===== config.mk =====
export PLATFORM = sky130hd
export DESIGN_NAME = issue_buffer
export DESIGN_NICKNAME = d
export VERILOG_FILES = /design/src/rtl/issue_buffer.sv
export SDC_FILE = /design/constraint.sdc
export NUM_CORES = 1
export LEC_CHECK = 0
export CAP_MARGIN = 20
export CORE_MARGIN = 10
export CORE_UTILIZATION = 61
export CTS_BUF_LIST = sky130_fd_sc_hd__clkbuf_8
export CTS_CLUSTER_DIAMETER = 100
export DETAILED_ROUTE_END_ITERATION = 10
export PLACE_DENSITY = 0.83
export SYNTH_ARGS = -nofsm -noshare
export SYNTH_HDL_FRONTEND = slang
export SYNTH_SLANG_ARGS = --single-unit

===== constraint.sdc =====
create_clock -name clk -period 14.2 [get_ports clk]
set_input_delay 2.84 -clock clk [delete_from_list [all_inputs] [get_ports clk]]
set_output_delay 2.84 -clock clk [all_outputs]
set_load 0.01 [all_outputs]

===== src/rtl/issue_buffer.sv =====
// Issue buffer: circular queue that accepts up to ISSUE_NUM instructions per cycle
// and offers the oldest ISSUE_NUM entries, in program order, to the issue stage.
module issue_buffer #(
  parameter int ISSUE_NUM = 1,
  parameter int DEPTH     = 8,
  parameter int INST_W    = 32,
  parameter int PC_W      = 64,
  localparam int CW = $clog2(ISSUE_NUM + 1),
  localparam int NW = $clog2(DEPTH + 1)
) (
  input  logic                        clk,
  input  logic                        rst,
  input  logic                        in_valid,
  output logic                        in_ready,
  input  logic [CW-1:0]               in_cnt,
  input  logic [ISSUE_NUM*INST_W-1:0] in_inst,
  input  logic [ISSUE_NUM*PC_W-1:0]   in_pc,
  output logic [ISSUE_NUM-1:0]        out_valid,
  output logic [ISSUE_NUM*INST_W-1:0] out_inst,
  output logic [ISSUE_NUM*PC_W-1:0]   out_pc,
  input  logic [CW-1:0]               out_accept,
  input  logic                        flush,
  output logic [NW-1:0]               count
);

  localparam int AW = $clog2(DEPTH);
  localparam logic [NW-1:0] READY_MAX = NW'(DEPTH - ISSUE_NUM);

  logic [INST_W-1:0] inst_mem_q [DEPTH];
  logic [INST_W-1:0] inst_mem_d [DEPTH];
  logic [PC_W-1:0]   pc_mem_q   [DEPTH];
  logic [PC_W-1:0]   pc_mem_d   [DEPTH];
  logic [AW-1:0]     head_q, head_d;
  logic [AW-1:0]     tail_q, tail_d;
  logic [NW-1:0]     count_q, count_d;
  logic [CW-1:0]     push_cnt, pop_cnt, avail_cnt;
  logic              push;

  // Readiness looks at the registered count only, so a full buffer stays
  // closed for one cycle even when the consumer drains it in the same cycle.
  assign in_ready = (count_q <= READY_MAX);
  assign count    = count_q;

  always_comb begin
    push_cnt = in_cnt;
    if (int'(in_cnt) > ISSUE_NUM) push_cnt = CW'(ISSUE_NUM);
    push = in_valid & in_ready & ~flush & (in_cnt != '0);
    avail_cnt = CW'(ISSUE_NUM);
    if (int'(count_q) < ISSUE_NUM) avail_cnt = CW'(count_q);
    pop_cnt = (out_accept < avail_cnt) ? out_accept : avail_cnt;
  end

  always_comb begin
    head_d  = head_q;
    tail_d  = tail_q;
    count_d = count_q;
    if (flush) begin
      head_d  = '0;
      tail_d  = '0;
      count_d = '0;
    end else begin
      head_d  = head_q + AW'(pop_cnt);
      if (push) tail_d = tail_q + AW'(push_cnt);
      count_d = count_q + (push ? NW'(push_cnt) : '0) - NW'(pop_cnt);
    end
  end

  // Pointer arithmetic wraps naturally because DEPTH is a power of two.
  always_comb begin
    inst_mem_d = inst_mem_q;
    pc_mem_d   = pc_mem_q;
    for (int i = 0; i < ISSUE_NUM; i++) begin
      if (push && (i < int'(push_cnt))) begin
        inst_mem_d[tail_q + AW'(i)] = in_inst[i*INST_W +: INST_W];
        pc_mem_d[tail_q + AW'(i)]   = in_pc[i*PC_W +: PC_W];
      end
    end
  end

  always_comb begin
    out_valid = '0;
    out_inst  = '0;
    out_pc    = '0;
    for (int i = 0; i < ISSUE_NUM; i++) begin
      out_valid[i]                 = (int'(count_q) > i);
      out_inst[i*INST_W +: INST_W] = inst_mem_q[head_q + AW'(i)];
      out_pc[i*PC_W +: PC_W]       = pc_mem_q[head_q + AW'(i)];
    end
  end

  always_ff @(posedge clk or negedge rst) begin
    if (!rst) begin
      head_q  <= '0;
      tail_q  <= '0;
      count_q <= '0;
    end else begin
      head_q  <= head_d;
      tail_q  <= tail_d;
      count_q <= count_d;
    end
  end

  // Entry storage carries no reset; stale slots are masked by out_valid.
  always_ff @(posedge clk) begin
    inst_mem_q <= inst_mem_d;
    pc_mem_q   <= pc_mem_d;
  end

endmodule


* Word level (Yosys, flattened, before mapping) *
Index checks and enable logic that the tools add are counted.
W data, S select, Z words.

storage, ports and cells
  flip-flop bits (word level) = 778
  bits in latches = 0
  memory bits (writable) = 0
  bits in read-only memories = 0
  input port bits = 102
  output and inout bits = 102
  word-level logic and storage cells = 59
  memories = 0

operators by class
  add/subtract/negate cells = 4
  $mul = 0
  divide/modulo/power cells = 0
  $lt $le $gt $ge = 8
  equality and inequality tests = 0
  shift operators = 0
  mux-type cells = 19
  bitwise gates (word level) = 6
  reductions and logical operators = 3

operators by type and width
  cell                  number
  $bwmux W512           1
  $bwmux W256           1
  $bmux W64 S3          1
  $demux W64 S3         1
  $mux W64              3
  $bmux W32 S3          1
  $demux W32 S3         1
  $mux W32              3
  $mux W3               3
  $ge A4 B4 Y1 const B  2
  $lt A4 B1 Y1 const B  2
  $not A3 Y4            2
  $add A3 B1 Y3         2
  $add A4 B1 Y4         1
  $gt A4 B1 Y1 const B  1
  $le A4 B3 Y1 const B  1
  $mux W4               1
  $sub A4 B1 Y4         1
  $and A1 B1 Y1         3
  $mux W1               3
  $logic_and A1 B1 Y1   2
  $reduce_bool A2 Y1    1
  $lt A1 B1 Y1          1
  $lt A1 B1 Y1 const A  1
  $not A1 Y1            1

* Depth between registers and ports, before layout *
  depth after elaboration = 8
  depth in mapped cells = 11
  depth with buffers taken out = 10

* Worst setup path before layout *
Ideal clock, no wire load.

  path kind = in2reg
  from = input in_valid
  to = register inst_mem_q[100] (netlist bit) (enable)
  setup time = 0.821 ns
  arrival time = 13.229 ns
  required time = 13.379 ns
  slack = 0.150 ns
  cell stages on the path = 4
  path buffers = 1
  cell sequence = nand2_1 a211o_1 clkbuf_1 nor4b_1

between the ends
  cells in the longest elaborated chain, start to end = 4

RTL lines
  item                        RTL line  source
  start: declaration          13        input logic in_valid,
  $and A1 B1 Y1 (3 in a row)  47        push = in_valid & in_ready & ~flush & (in_cnt != '0);
  $logic_and A1 B1 Y1         73        if (push && (i < int'(push_cnt))) begin
  end signal: assignment      105       inst_mem_q <= inst_mem_d;
  end: declaration            29        logic [INST_W-1:0] inst_mem_q [DEPTH];

Every way passes these cells.
A chain may end at the register's enable or synchronous reset.

* Final worst setup path *
  from = register head_q[0]
  to = output out_pc[6]

between the ends
  cells in the longest elaborated chain, start to end = 4

RTL lines
  item                                         RTL line  source
  start: declaration                           33        logic [AW-1:0] head_q, head_d;
  start signal: assignment                     93        head_q <= '0;
  start signal: assignment                     97        head_q <= head_d;
  $not A3 Y4 (not written as such)             87        out_pc[i*PC_W +: PC_W] = pc_mem_q[head_q + AW'(i)];
  $bmux W64 S3                                 87
  $mux W64 (not written as such) (2 in a row)  87
  end: declaration                             20        output logic [ISSUE_NUM*PC_W-1:0] out_pc,

Every way passes these cells. The select of a mux whose other input is x is not followed.

==> metrics <==
outcome=finished, final reports clean; FILL cells=2,555; commonest non-fill, non-tap cell in the layout=edfxtp_1; Final Critical Period=7.77 ns; sequential share of the synthesized area=79.0%; Worst Skew=0.0306 ns; GR Overflow Total=0; via count=13,200; crit path max fanout=51; ANT nets after route=0; Worst Path Required=11.36 ns; CP Capture Type=primary output; hold_ws=0.695 ns; PD cells=156 nW/um^2; crit-path cells=buf_4 -> buf_4 -> mux4_2 -> mux2_2 -> clkdlybuf4s50_1; antenna violations before repair=8; Iteration-0 DRC Markers=1,154; Port Buffers=203; Critical Path Max Stage Delay=0.98 ns; slew margin rel.=31.5%; Crit path top cell by count=buf_4; Sw Share=24.2%; Setup violations, final=0; CP Launch Type=flip-flop; DP Wirelength=30,500 um; nets=1,583; Syn Nets=1,295; CP max-delay cell=dfrtp_4; vias per cell=6.09; H-Tree Depth=3; pin count of the biggest net entering global routing=72; Sw Pwr=1.30 mW; Post-CTS Resized=0; Chip Height=240 um; P&R area growth vs syn=16.1%; Fmax achieved=0.129 GHz; vias in the first global route=14,400; die width=240 um; RePlAce Congestion=0.740; Starting Density=61.8%; CTS tree=built; Reg power frac=48.9%; RSZ-0062 raised after global routing=false; Post-CTS Hold Buffers=0; #FFs+latches synth=778; clock power share=30.2%; DRC violations left=0; all-layer global routing usage=20.3%; Max Cap Viol=0; commonest cells after routing, fill and taps aside=edfxtp_1 (768), clkdlybuf4s50_1 (203), mux4_2 (192); Synth Area per Inst=25.0 um^2; TritonCTS Sinks=778; IO Count=204; synth warn=0; first-pass GRT wire length=87,100 um; HP Class=reg -> reg; Int Pwr=4.05 mW; die area=57,600 um^2; final worst path period share=54.7%; Power, Total=5.34 mW; CTS Buf Count=116; Syn Inst Count=1,181; drt pass-1 iters=5; clk_lat worst skew=0.71 ns; CP Data Arrival Time=4.93 ns; layout cells sized above 1=29.8%; final hold violations=0; logic gate share of total power=20.9%; Floorplan Core Area=47,700 um^2; Clock transition at path regs=0.06 ns; Worst-Margin Slew=1.03 ns; Max Buffers Root-to-Sink=3; Root Buffer=clkbuf_8; number of setup buffers added after CTS=0; Routed WL=56,900 um; wire length per cell=26.3 um; Synth Cell Area=29,500 um^2; crit path kind=reg -> out; Yosys cell types=26; Final Slew Violations=0; Setup TNS=0 ns; row cnt=80; VDD IR max=0.000128 V; cell leakage power=10.7 nW
layer usage:
layer,wire [um],vias up,track usage (%)
li1,-,5660,-
met1,23500,6960,28.0
met2,28000,484,31.8
met3,4260,89,5.19
met4,1060,12,6.60
met5,71,-,0
Yosys cell counts:
| master | instances | area share, % |
|---|---|---|
| inv_1 | 10 | 0.13 |
| nor3_1 | 2 | 0.034 |
| nand3_1 | 2 | 0.034 |
| xnor2_1 | 2 | 0.059 |
| nor2b_1 | 5 | 0.11 |
| a2111oi_0 | 1 | 0.030 |
| edfxtp_1 | 768 | 78 |
| fa_1 | 1 | 0.068 |
| ha_1 | 11 | 0.47 |
| buf_6 | 20 | 0.76 |
| mux2i_1 | 1 | 0.034 |
| clkbuf_1 | 16 | 0.20 |
| buf_2 | 9 | 0.15 |
| mux2_2 | 99 | 3.8 |
| nor4b_1 | 2 | 0.059 |
| nand2b_1 | 1 | 0.021 |
| a21o_1 | 1 | 0.025 |
| a31oi_1 | 1 | 0.021 |
| a211o_1 | 1 | 0.030 |
| a21oi_1 | 1 | 0.017 |
| nor2_1 | 5 | 0.064 |
| dfrtp_1 | 10 | 0.85 |
| mux4_2 | 192 | 15 |
| nor4_1 | 4 | 0.085 |
| nand2_1 | 4 | 0.051 |
| buf_1 | 12 | 0.15 |
stage by stage:
stage               setup WS, ns  cell area [um^2]  util [%]  instances
finish                      6.43             34300      71.8       2168
global route                5.90             34300      71.7       2167
CTS                         6.15             34200      71.7       2165
detailed placement          6.95             32200      67.4       1965
global placement            6.98             32200      67.4       1965
floorplan                  0.150             29500         -       1181
final timing paths:
kind / to / slack (ns) / startpoint / cells after the start
min in group asynchronous: tail_q[0] / 2.48 / rst / 1
max in group asynchronous: head_q[1] / 11.32 / rst / 1
hold reg to reg: tail_q[2] / 0.70 / tail_q[2] / 1
hold / removal: tail_q[2] / 0.70 / tail_q[2] / 1
setup / recovery: out_pc[6] / 6.43 / head_q[0] / 5
setup reg to reg: pc_mem_q[95] / 10.02 / count[3] / 7
area by class of cell:
class	instances	area (um^2)	share of cell area, %
Antenna cell	2	5.00	0.0146
Clock buffer	116	1600	4.66
Clock inverter	84	452	1.32
Inverter	10	37.5	0.110
Multi-Input combinational cell	336	5840	17.1
Sequential cell	778	23300	68.1
Tap cell	615	769	2.25
Timing Repair Buffer	227	2230	6.52
worst max-delay path, delay by kind of cell (launching register included):
family | cells | cell delay [ns]
buffers and inverters | 3 | 2.27
muxes | 2 | 0.92
DFF | 1 | 0.98
sequential cells by signal, summed over array words and instances, names as in the netlist:
signal      count
inst_mem_q    256
count           4
head_q          3
pc_mem_q      512
tail_q          3
power by group through the flow:
stage	logic, mW	registers [mW]	clock network, mW
after floorplan	0.796	2.62	0
after global placement	1.11	2.66	0
after detailed placement	1.13	2.66	0
after CTS	1.13	2.62	1.66
after global routing	1.20	2.62	1.76
final	1.12	2.61	1.61
cells by family (layout without fill, tap and decap cells):
logic type	after synthesis	count (layout)	share of synthesized area, %
fa+ha+maj	12	12	0.534
other cells	0	2	0
compound gates	5	5	0.123
flops	778	778	79.0
simple gates	25	25	0.454
xor+xnor	2	2	0.0594
buf+inv	67	437	1.40
mux	292	292	18.5
No activity file was read; power rests on OpenSTA's default activity.
